### src/rtl/clint_arbiter.sv
// clint_arbiter: buffers one register-access request per core and serializes
// them onto the single CLINT slave port in round-robin order. The read data
// and a one-cycle ready pulse go back to the requesting core only.
`ifndef CORE_NUMS
`define CORE_NUMS 4
`endif

module clint_arbiter #(
    parameter int XLEN      = 32,
    parameter int CORE_NUMS = `CORE_NUMS
) (
    input  logic            clk_i,
    input  logic            rst_i,
    input  logic            core_strobe_i [0:CORE_NUMS-1],
    input  logic            core_we_i     [0:CORE_NUMS-1],
    input  logic [XLEN-1:0] core_addr_i   [0:CORE_NUMS-1],
    input  logic [XLEN-1:0] core_data_i   [0:CORE_NUMS-1],
    output logic [XLEN-1:0] core_data_o   [0:CORE_NUMS-1],
    output logic            core_ready_o  [0:CORE_NUMS-1],
    output logic            clint_en_o,
    output logic            clint_we_o,
    output logic [XLEN-1:0] clint_addr_o,
    output logic [XLEN-1:0] clint_data_o,
    input  logic [XLEN-1:0] clint_data_i,
    input  logic            clint_ready_i
);

    localparam int CW = (CORE_NUMS > 1) ? $clog2(CORE_NUMS) : 1;

    typedef enum logic [1:0] {
        IDLE  = 2'd0,
        ISSUE = 2'd1,
        WAIT  = 2'd2
    } state_t;

    state_t          state_q;
    logic [CW-1:0]   rr_ptr_q;
    logic [CW-1:0]   gnt_q;

    // Pending request slots, one per core
    logic            slot_vld_q  [CORE_NUMS];
    logic            slot_we_q   [CORE_NUMS];
    logic [XLEN-1:0] slot_addr_q [CORE_NUMS];
    logic [XLEN-1:0] slot_data_q [CORE_NUMS];

    // Registered outputs
    logic            clint_en_q;
    logic            clint_we_q;
    logic [XLEN-1:0] clint_addr_q;
    logic [XLEN-1:0] clint_data_q;
    logic            core_ready_q [CORE_NUMS];
    logic [XLEN-1:0] core_data_q  [CORE_NUMS];

    logic            win_vld_d;
    logic [CW-1:0]   win_idx_d;
    logic            done_d;

    // Core index reached by stepping v places past slot 0, modulo CORE_NUMS
    function automatic logic [CW-1:0] wrap_idx(input int v);
        return CW'(v % CORE_NUMS);
    endfunction

    // Successor of a core index, wrapping from the last core back to 0
    function automatic logic [CW-1:0] next_idx(input logic [CW-1:0] idx);
        return (idx == CW'(CORE_NUMS - 1)) ? '0 : idx + CW'(1);
    endfunction

    // The outstanding transaction finishes when the CLINT answers in WAIT
    assign done_d = (state_q == WAIT) && clint_ready_i;

    // Round-robin pick: first valid slot scanning upward from rr_ptr
    always_comb begin
        win_vld_d = 1'b0;
        win_idx_d = '0;
        for (int i = 0; i < CORE_NUMS; i++) begin
            if (!win_vld_d && slot_vld_q[wrap_idx(int'(rr_ptr_q) + i)]) begin
                win_vld_d = 1'b1;
                win_idx_d = wrap_idx(int'(rr_ptr_q) + i);
            end
        end
    end

    // Slot capture on strobe into an empty slot; release when its access completes
    always_ff @(posedge clk_i or posedge rst_i) begin
        if (rst_i) begin
            for (int n = 0; n < CORE_NUMS; n++) begin
                slot_vld_q[n]  <= 1'b0;
                slot_we_q[n]   <= 1'b0;
                slot_addr_q[n] <= '0;
                slot_data_q[n] <= '0;
            end
        end else begin
            for (int n = 0; n < CORE_NUMS; n++) begin
                if (done_d && (gnt_q == CW'(n))) begin
                    slot_vld_q[n] <= 1'b0;
                end else if (core_strobe_i[n] && !slot_vld_q[n]) begin
                    // A strobe into an occupied slot (queued or in flight) is dropped
                    slot_vld_q[n]  <= 1'b1;
                    slot_we_q[n]   <= core_we_i[n];
                    slot_addr_q[n] <= core_addr_i[n];
                    slot_data_q[n] <= core_data_i[n];
                end
            end
        end
    end

    // Grant / issue / wait sequencing with all CLINT and core outputs registered
    always_ff @(posedge clk_i or posedge rst_i) begin
        if (rst_i) begin
            state_q      <= IDLE;
            rr_ptr_q     <= '0;
            gnt_q        <= '0;
            clint_en_q   <= 1'b0;
            clint_we_q   <= 1'b0;
            clint_addr_q <= '0;
            clint_data_q <= '0;
            for (int n = 0; n < CORE_NUMS; n++) begin
                core_ready_q[n] <= 1'b0;
                core_data_q[n]  <= '0;
            end
        end else begin
            for (int n = 0; n < CORE_NUMS; n++) begin
                core_ready_q[n] <= 1'b0;
            end
            case (state_q)
                IDLE: begin
                    if (win_vld_d) begin
                        clint_en_q   <= 1'b1;
                        clint_we_q   <= slot_we_q[win_idx_d];
                        clint_addr_q <= slot_addr_q[win_idx_d];
                        clint_data_q <= slot_data_q[win_idx_d];
                        gnt_q        <= win_idx_d;
                        state_q      <= ISSUE;
                    end
                end
                ISSUE: begin
                    // Enable is a single-cycle strobe; a ready seen here is ignored
                    clint_en_q <= 1'b0;
                    state_q    <= WAIT;
                end
                WAIT: begin
                    if (clint_ready_i) begin
                        core_data_q[gnt_q]  <= clint_data_i;
                        core_ready_q[gnt_q] <= 1'b1;
                        rr_ptr_q            <= next_idx(gnt_q);
                        state_q             <= IDLE;
                    end
                end
                default: begin
                    state_q <= IDLE;
                end
            endcase
        end
    end

    assign clint_en_o   = clint_en_q;
    assign clint_we_o   = clint_we_q;
    assign clint_addr_o = clint_addr_q;
    assign clint_data_o = clint_data_q;
    assign core_ready_o = core_ready_q;
    assign core_data_o  = core_data_q;

endmodule
### config.mk
export PLATFORM = sky130hd
export DESIGN_NAME = clint_arbiter
export DESIGN_NICKNAME = d
export VERILOG_FILES = /design/src/rtl/clint_arbiter.sv
export SDC_FILE = /design/constraint.sdc
export NUM_CORES = 1
export LEC_CHECK = 0
export ABC_AREA = 1
export CORE_ASPECT_RATIO = 0.5
export CORE_MARGIN = 10
export CORE_UTILIZATION = 53
export CTS_CLUSTER_SIZE = 10
export DETAILED_ROUTE_END_ITERATION = 6
export GPL_ROUTABILITY_DRIVEN = 0
export PLACE_DENSITY = 0.92
export RECOVER_POWER = 100
export SYNTH_ARGS = -nofsm -noshare
export SYNTH_HDL_FRONTEND = slang
export SYNTH_SLANG_ARGS = --single-unit
### constraint.sdc
create_clock -name clk_i -period 36 [get_ports clk_i]
set_input_delay 7.2 -clock clk_i [delete_from_list [all_inputs] [get_ports clk_i]]
set_output_delay 7.2 -clock clk_i [all_outputs]
set_load 0.02 [all_outputs]
==> reports/qor.yml <==
outcome: "complete, but fails checks"
violations: "capacitance limit, slew limit"
synth_common_cells: "533 x nand2_1, 468 x dfrtp_1, 253 x inv_1, 208 x nor2_1, 203 x a21oi_1"
grt_usage: 0.2840
min_period_ps: 20400
drc_errors: 0
tns_ps: 0
cts_resized: 0
syn_area_sq_um: 19930
die_w_microns: 294.2
synthFlopType: "dfrtp_1"
cts_buffers: 52
synth-edff-count: 0
dieArea_sq_um: 46230
drtPass1Iterations: 6
maxCapViolCount: 17
num_rows: 50
grt_max_degree: 192
num-fill-cells: 2542
slew_viol_final: 1404
avgSynthCellArea_sq_um: 8.799
start_util: 0.5354
io_pins: 497
fin_crit_sh: 0.5666
wl_per_cell_microns: 21.31
ys_seq_area_frac: 0.5876
wirelength_microns: 68510
grt-ovfl-total: 0
nNetsFinal: 2990
dr.first_iter.drc_count: 1880
clk_latency_ps: 570
synth.most_common_cell: "nand2_1"
fp.dieH_microns: 157.1
port_buffers: 496
ys_ff_latch: 468
relSlewSlack: -5.598
worstHoldPathType: "reg2reg"
leakage_nw: 13.03
fmax_mhz: 49.03
cts.path.max_buffers: 3
worst_setup_path_start_kind: "input port"
ys_top_cells_by_area: "dfrtp_1 59%, nand2_1 10%, a21oi_1 5.1%, inv_1 4.8%, nor2_1 3.9%"
ys_async_sr_fraction: 1.000
synth_nets: 2568
worstPathMaxFanout: 191
finish.utilization: 0.7095
grt_first_pass_wirelength_microns: 103400
synth_top_area_frac: 0.5876
endpoint_kind: "async pin"
worst_slew_pin_slew_ps: 9896
powerDensity_nw_per_um2: 102.5
core_sq_um: 37220
grt_pass1_vias: 18660
tritoncts: "built"
required_ps: 34160
peakVddDrop_uv: 128.6
syn_to_final_growth_pct: 32.51
drive_gt1_frac: 0.05020
syn_inst: 2265
worstSetupPathType: "in2async"
viasPerCell: 5.604
postCtsSetupBuffers: 0
clkTransAtPathRegs_ps: 50
final_antenna_net_count: 0
arrival_ps: 18560
hold_viol_final: 0
holdBufCountCts: 0
antenna_found_initial: 24
root_buffer: "clkbuf_16"
clock-skew-final_ps: 22.05
synth_cell_types: 22
rsz0062_at_grt: "false"
vias: 18020
hpwl_microns: 44970
synth_top_cell_by_area: "dfrtp_1"
setup_viol: 0
htree_levels: 2
ys_warn_count: 0
cts.sinks: 468
-- metal layers --
layer,GRT usage,share of wire,wire length [microns]
met1,0.3070,0.34,23580
met2,0.4824,0.50,34380
met3,0.05962,0.073,5012
met4,0.2356,0.081,5537
met5,0,0,0
-- worst max-delay path, cell delays in order --
cell           delay, ps
dlygate4sd3_1        550
clkinvlp_2          3390
clkbuf_1            7180
-- layout make-up --
cell class              instances  area [sq um]  share of cell area
clock buffers                  55          1365             0.05169
diodes                         32         80.08            0.003032
well taps                     494         618.1             0.02340
multi-input cells            1394          6598              0.2498
repair buffers                512          5044              0.1910
clock inverters                 1         16.27           0.0006159
inverters                     259         977.2             0.03700
flip-flops and latches        468         11710              0.4435
-- sequential cells by signal, indices dropped and copies added, names as in the netlist, 2 cells and up --
| signal | count |
|---|---|
| clint_addr_o | 32 |
| clint_data_o | 32 |
| core_data_o | 128 |
| core_ready_o | 4 |
| gnt_q | 2 |
| rr_ptr_q | 2 |
| slot_addr_q | 128 |
| slot_data_q | 128 |
| slot_vld_q | 4 |
| slot_we_q | 4 |
| state_q | 2 |
-- placed cells by master (no fill, tap or decap) --
cell             instances
a21oi_1                203
buf_4                    5
clkbuf_1                11
clkbuf_16               54
clkbuf_8                 1
clkdlybuf4s50_1        296
clkinv_8                 1
clkinvlp_2               2
dfrtp_1                468
diode_2                 32
dlygate4sd3_1          200
ha_1                     4
inv_1                  253
inv_2                    3
inv_4                    1
mux2_2                  58
nand2_1                533
nand2_2                  2
nand3_1                111
nand3_2                  2
nand3_4                  4
nand4_1                 72
nor2_1                 208
nor2_2                   2
o21ai_0                137
o21ai_1                 58
-- cell families (layout without fill, tap and decap cells) --
kind of cell	count (synthesis)	after routing	share of synthesized area
multiplexers	58	58	0.03277
flip-flops	468	468	0.5876
adder cells (fa/ha/maj)	4	4	0.002511
AO/OA/AOI/OAI	398	398	0.09994
buffers and inverters	403	827	0.08262
other	0	32	0
AND/OR/NAND/NOR	934	934	0.1946
-- worst paths after layout --
path	startpoint	endpoint	slack [ps]	depth (start not counted)
max in group clk_i	clint_ready_i	slot_vld_q[2]	21700	8
min	core_data_o[5]	core_data_o[5]	470	2
max	rst_i	slot_addr_q[93]	15600	3
min in group asynchronous	rst_i	core_data_o[30]	9020	2
min reg2reg	core_data_o[5]	core_data_o[5]	470	2
max reg2reg	rr_ptr_q[0]	clint_addr_o[27]	26380	13
-- stage by stage --
stage	area [sq um]	hold slack [ps]	setup WS, ps	power [mW]	instances
floorplan	19930	479.7	15750	1.741	2265
global placement	25040	462.4	25640	2.165	3127
detailed placement	25040	464.1	25480	2.226	3127
CTS	26430	480.2	26050	2.713	3183
global route	26390	494.3	13210	2.879	3207
finish	26410	474.2	15600	2.708	3215
-- report_power, final --
part / internal, mW / switching [mW]
Sequential: 0.782 / 0.111
Clock: 0.264 / 0.203
Combinational: 0.478 / 0.871
Total: 1.52 / 1.18
Power figures use the tool's default switching activity.
==> patch 1: new RTL, same settings <==
Reset style: synchronous (`rst_i`), changed in 2 clocked blocks.
--- a/src/rtl/clint_arbiter.sv
+++ b/src/rtl/clint_arbiter.sv
@@ -82,5 +82,5 @@
 
     // Slot capture on strobe into an empty slot; release when its access completes
-    always_ff @(posedge clk_i or posedge rst_i) begin
+    always_ff @(posedge clk_i) begin
         if (rst_i) begin
             for (int n = 0; n < CORE_NUMS; n++) begin
@@ -106,5 +106,5 @@
 
     // Grant / issue / wait sequencing with all CLINT and core outputs registered
-    always_ff @(posedge clk_i or posedge rst_i) begin
+    always_ff @(posedge clk_i) begin
         if (rst_i) begin
             state_q      <= IDLE;
Formal check against the unedited RTL: differs if rst_i is asserted again (counterexample within 4 cycles, from zero or initial values and one cycle with rst_i high); with rst_i held inactive, the same outputs for 4 cycles.
==> patch 1 against the original RTL <==
  * Sequential share of layout area hardly changed
  * Final area is 3.0% higher
  * Hold slack worse by 16 ps
  * Synthesized area is 3.3% higher
  * Routed wire length is 0.20% higher
  * Sequential cell count is 2 higher
  * Register-to-register slack better by 4800 ps
  * Setup slack better by 4700 ps
  * The flow still finishes with violations (max-capacitance violations, max-slew violations)
  * First-iteration DRC count is 7.6% lower
  * Via count is 2.6% higher
  * Cell count is 8.1% higher
Power is not compared: it rests on default switching activity, and its combinational part moved more than twofold at a synthesized area within 25%.
==> patch 1: results (changes against the original RTL) <==
----------------------------------------------------
[Logic synthesis]
  Async set-or-reset flop fraction in the synthesized netlist ... 0 (-1.00)
  Top cells by area in the synthesized netlist ... edfxtp_1 38%, dfxtp_1 20%, inv_1 9.1%
  Synth cell types ... 25 (+14%)
  Synth Warn # ... 0 (unchanged)
  Synth cell count leaders ... 500 x inv_1, 470 x nor2_1, 349 x nand2_1
  Fraction of the yosys area taken by sequential cells ... 0.585 (-0.00236)
  Post-synth EDFFs ... 264 (+264)
  Syn nets ... 2797 (+8.9%)

[Global route]
  Wire length of the first global-routing pass ... 103000 um (-0.24%)
  Overall track demand over capacity in global routing ... 0.272 (-0.0120)
  Pin count of the biggest net entering global routing ... 129 (-33%)
  Number of global-route vias before repair ... 18.6k (-0.39%)
  Initial antenna violation count ... 12 (-50%)

[Hold path]
  Path type of the worst min-delay path ... reg2reg
  Worst hold endpoint ... core_data_o[3]
  Cell count of the worst hold path ... 2 (unchanged)
  Hold Crit Start ... core_data_o[3]

[Placement]
  IO buf count ... 496 (unchanged)
  Half-perimeter wire length after placement ... 44900 um (-0.19%)
  Placed Instance Area ... 25700 sq um (+2.7%)

[Status]
  Status ... finished with violations
  Failing checks ... max-capacitance violations, max-slew violations

[Route]
  Sum of routed wire length over all layers ... 68600 um (+0.20%)
  Number of design-rule violations left by the first detailed-router iteration ... 1737 (-7.6%)
  Iteration count of the initial detailed-routing pass ... 6 (unchanged)
  Via count of the routed design ... 18.5k (+2.6%)

[Worst setup path]
  Highest cell delay on the worst timing path ... 4330 ps (-2850 ps)
  Worst R2R End ... clint_data_o[4]
  Worst path arrival time ... 15850 ps (-2710 ps)
  Maximum net fanout on the critical path ... 128 (-33%)
  Internal reg-to-reg setup slack ... 31190 ps (+4810 ps)
  CP Capture Type ... register
  Launch point of the worst reg-to-reg path ... rr_ptr_q[0]

[Final layout]
  Total number of nets in the final design ... 3211 (+7.4%)
  Share of cells above drive strength 1 ... 0.0289 (-0.0213)
  Fillers ... 2599 (+2.2%)

[Power]
  Maximum vdd ir drop ... 0.0385 mV

[Clock network]
  Clock latency of the later-clocked register in the worst-skew pair ... 580 ps
  Total of cells resized after clock tree synthesis ... 0 (unchanged)
  Number of buffers created by CTS ... 53 (+1.9%)

[STA]
  Actual transition at the worst max-transition pin ... 6290 ps (-3610 ps)
  Fin Clk Skew ... 23.4 ps (+1.32 ps)
  Max-slew violation count ... 736 (-48%)

[Run]
  Max-cap violation count ... 10 (-7)

----------------------------------------------------
-- patch 1: cell count changes in the layout (fill, tap and decap cells not counted), sizes merged, moves of 20 or more --
cell and delta:
nand2 -186, dfxtp +206, nand3 +119, a21oi -70, nor2 +262, clkbuf +26
inv +244, o21ai -88, diode -20, edfxtp +264, dfrtp -468, mux2 -58
-- patch 1: worst max-delay path by stage --
stage / from / end / depth (start not counted)
floorplan: rst_i / slot_addr_q[0][0] / 5
global placement: clint_ready_i / slot_addr_q[3][2] / 9
detailed placement: clint_ready_i / slot_addr_q[3][22] / 9
CTS: clint_ready_i / slot_data_q[3][18] / 9
global route: rst_i / slot_addr_q[2][1] / 3
finish: rst_i / slot_addr_q[2][1] / 3
-- patch 1: layout make-up --
class / count / area [sq um] / area share
clock inverter: 2 / 25.0 / 0.000920
antenna: 12 / 30.0 / 0.00110
inverter: 504 / 1900 / 0.0697
sequential: 470 / 12100 / 0.443
timing repair buffer: 516 / 5090 / 0.187
multi-input combinational: 1363 / 5970 / 0.220
tap: 520 / 651 / 0.0239
clock buffer: 87 / 1480 / 0.0542
-- patch 1: metal layers --
layer,up-vias,GRT usage,wire length [um]
li1,8610,-,-
met1,8608,0.279,22600
met2,1007,0.494,35700
met3,267,0.0610,5470
met4,0,0.178,4790
met5,-,0,0
-- patch 1: stage by stage --
step	utilization	hold WS (ps)	setup slack [ps]	cells	total power, uW
2_1_floorplan	-	457	26220	2494	926
3_3_place_gp	0.679	447	26150	3373	1090
3_5_place_dp	0.679	453	26040	3373	1110
4_1_cts	0.719	461	26580	3462	1590
5_1_grt	0.719	475	19560	3474	1650
6_report	0.719	458	20270	3474	1590
-- patch 1: cells by family (layout without fill, tap and decap cells) --
kind of cell,Yosys count,after routing,synth area share
AOI/OAI and AO/OA,241,241,0.0587
adders and majority gates,4,4,0.00243
buffers and inverters,661,1109,0.126
DFF,470,470,0.585
other,0,12,0
and+or+nand+nor,1118,1118,0.228
-- patch 1: power by group through the flow --
stage	Clock (uW)	Combinational [uW]	Sequential (uW)
6_report	488	438	660
5_1_grt	514	476	665
4_1_cts	491	445	659
3_5_place_dp	0	440	668
3_3_place_gp	0	427	665
2_1_floorplan	0	226	700
-- patch 1: worst min-delay path: stages, from the launching register on --
cell and delay (ps):
dfxtp_1 300, nand2_1 60, a21oi_1 50
==> patch 2: new RTL, same settings <==
Made on the original files. The parameter `XLEN` goes from 32 to 24.
--- a/src/rtl/clint_arbiter.sv
+++ b/src/rtl/clint_arbiter.sv
@@ -7,5 +7,5 @@
 
 module clint_arbiter #(
-    parameter int XLEN      = 32,
+    parameter int XLEN      = 24,
     parameter int CORE_NUMS = `CORE_NUMS
 ) (
Interface: changed (6 resized); port bits go from 497 to 377. No check against the original RTL was run, so the function may have changed too.
==> patch 2 against the original RTL <==
  * The flow still finishes with violations (max-capacitance violations, max-slew violations)
  * Sequential cell count down 112
  * Routed wire length decreased by 28%
  * Fmax rose by 20%
  * Synthesized area down 24%
  * Sequential power decreased by 22%
  * Setup slack better by 3400 ps
  * Final area is 24% lower
  * Non-clock buffer count decreased by 124
  * Total power shrank 26%
  * Critical path type unchanged
==> patch 2: results (changes against the original RTL) <==
----------------------------------------------------
[Route]
  Via count of the routed design ... 12.7k (-30%)
  WL/cell ... 21.4 um (+0.52%)
  Number of design-rule violations left by the first detailed-router iteration ... 966 (-49%)
  Iteration count of the initial detailed-routing pass ... 5 (-1)

[Final layout]
  Share of cells above drive strength 1 ... 0.112 (+0.0622)
  Fillers ... 1860 (-27%)
  Total number of nets in the final design ... 2122 (-29%)

[Status]
  Failing checks ... max-capacitance violations, max-slew violations
  Status ... finished with violations

[Global route]
  GR Util met2 ... 0.457 (-0.0252)
  Residual overflow from global routing ... 0 (unchanged)
  Wire length of the first global-routing pass ... 74800 um (-28%)
  Pin count of the biggest net entering global routing ... 124 (-35%)
  Met3 demand-to-capacity share in global routing ... 0.0576 (-0.00205)
  Initial antenna violation count ... 17 (-29%)
  Overall track demand over capacity in global routing ... 0.262 (-0.0219)
  GR met1 Demand/Resource ... 0.280 (-0.0271)

[Placement]
  Half-perimeter wire length after placement ... 32700 um (-27%)
  IO buf count ... 376 (-24%)

[Power]
  Maximum vdd ir drop ... 0.0676 mV (-47%)
  Leakage ... 0.00978 uW (-25%)

[Logic synthesis]
  Synth cell types ... 23 (+4.5%)
  Top cells by area in the synthesized netlist ... dfrtp_1 59%, nand2_1 14%, mux2_2 12%
  Synth cell count leaders ... 565 x nand2_1, 356 x dfrtp_1, 160 x mux2_2
  Fraction of the yosys area taken by sequential cells ... 0.588 (+0.000725)
  Syn nets ... 1777 (-31%)

[Worst setup path]
  Highest cell delay on the worst timing path ... 3120 ps (-4060 ps)
  Worst path arrival time ... 16750 ps (-1810 ps)
  Internal reg-to-reg setup slack ... 27710 ps (+1330 ps)
  Cells on worst reg2reg path ... 11 (-2)

[Clock network]
  Clock latency of the later-clocked register in the worst-skew pair ... 530 ps (-40 ps)
  Post-CTS setup repair buffer count ... 0 (unchanged)

[Run]
  Max-cap violation count ... 14 (-3)

[STA]
  Fin Clk Skew ... 8.80 ps (-13.3 ps)
  Max-slew violation count ... 902 (-36%)

----------------------------------------------------
==> patch 2: cell types whose count changed in the layout (fill, tap and decap cells not counted), moves of 17 or more <==
cell / change
a21oi_1: -166
clkdlybuf4s50_1: -72
dfrtp_1: -112
diode_2: -17
dlygate4sd3_1: -48
inv_1: -172
mux2_2: +96
nand2_1: +32
nand4_1: -71
nor2_1: -168
o21ai_0: -31
o21ai_1: -58
==> patch 2: layout make-up <==
cell class,count,area [sq um],area share
clock buffers,44,1050,0.0522
flip-flops and latches,356,8910,0.444
well taps,382,478,0.0238
repair buffers,388,3820,0.190
inverters,85,323,0.0161
clock inverters,3,41.3,0.00206
diodes,15,37.5,0.00187
multi-input cells,1019,5420,0.270
==> patch 2: metrics by stage <==
step	setup slack [ps]	instances	utilization	area (sq um)	hold slack, ps
after CTS	26220	2277	0.721	20100	480
after floorplan	18920	1546	-	15100	480
after detailed placement	25660	2230	0.682	19000	466
after global placement	25670	2230	0.682	19000	462
after global routing	17150	2292	0.719	20100	482
final	19000	2292	0.719	20100	473
==> patch 2: logic make-up (layout without fill, tap and decap cells) <==
logic type      count (synthesis)  in the layout  share of synthesized area
flops                         356            356                      0.588
mux                           160            160                      0.119
simple gates                  712            712                      0.189
buf+inv                       171            520                     0.0534
compound gates                143            143                     0.0473
other cells                     0             15                          0
fa+ha+maj                       4              4                    0.00331
==> patch 2: critical path, delay by kind of cell <==
kind                   cells  cell delay [ps]
buffers and inverters      4             9440
==> patch 2: final timing paths <==
check / start / to
max in group clk_i: clint_ready_i / slot_addr_q[25]
min in group asynchronous: rst_i / core_data_o[65]
worst min-delay path: clint_addr_o[15] / clint_addr_o[15]
worst max register to register: rr_ptr_q[0] / clint_data_o[11]
worst min register to register: clint_addr_o[15] / clint_addr_o[15]
worst max-delay path: rst_i / slot_addr_q[92]
==> patch 2: metal layers <==
layer  wire (um)  vias to the layer above  part of all wire
li1            -                     5650                 -
met1       17000                     6170              0.35
met2       25200                      626              0.51
met3        3260                      220             0.066
met4        3670                        4             0.075
met5          23                        -           0.00047
==> patch 2: power by group <==
group          internal, uW  switching, uW  total (uW)
registers               595            103         698
logic                   366            589         955
clock network           205            155         360
total                  1170            846        2010
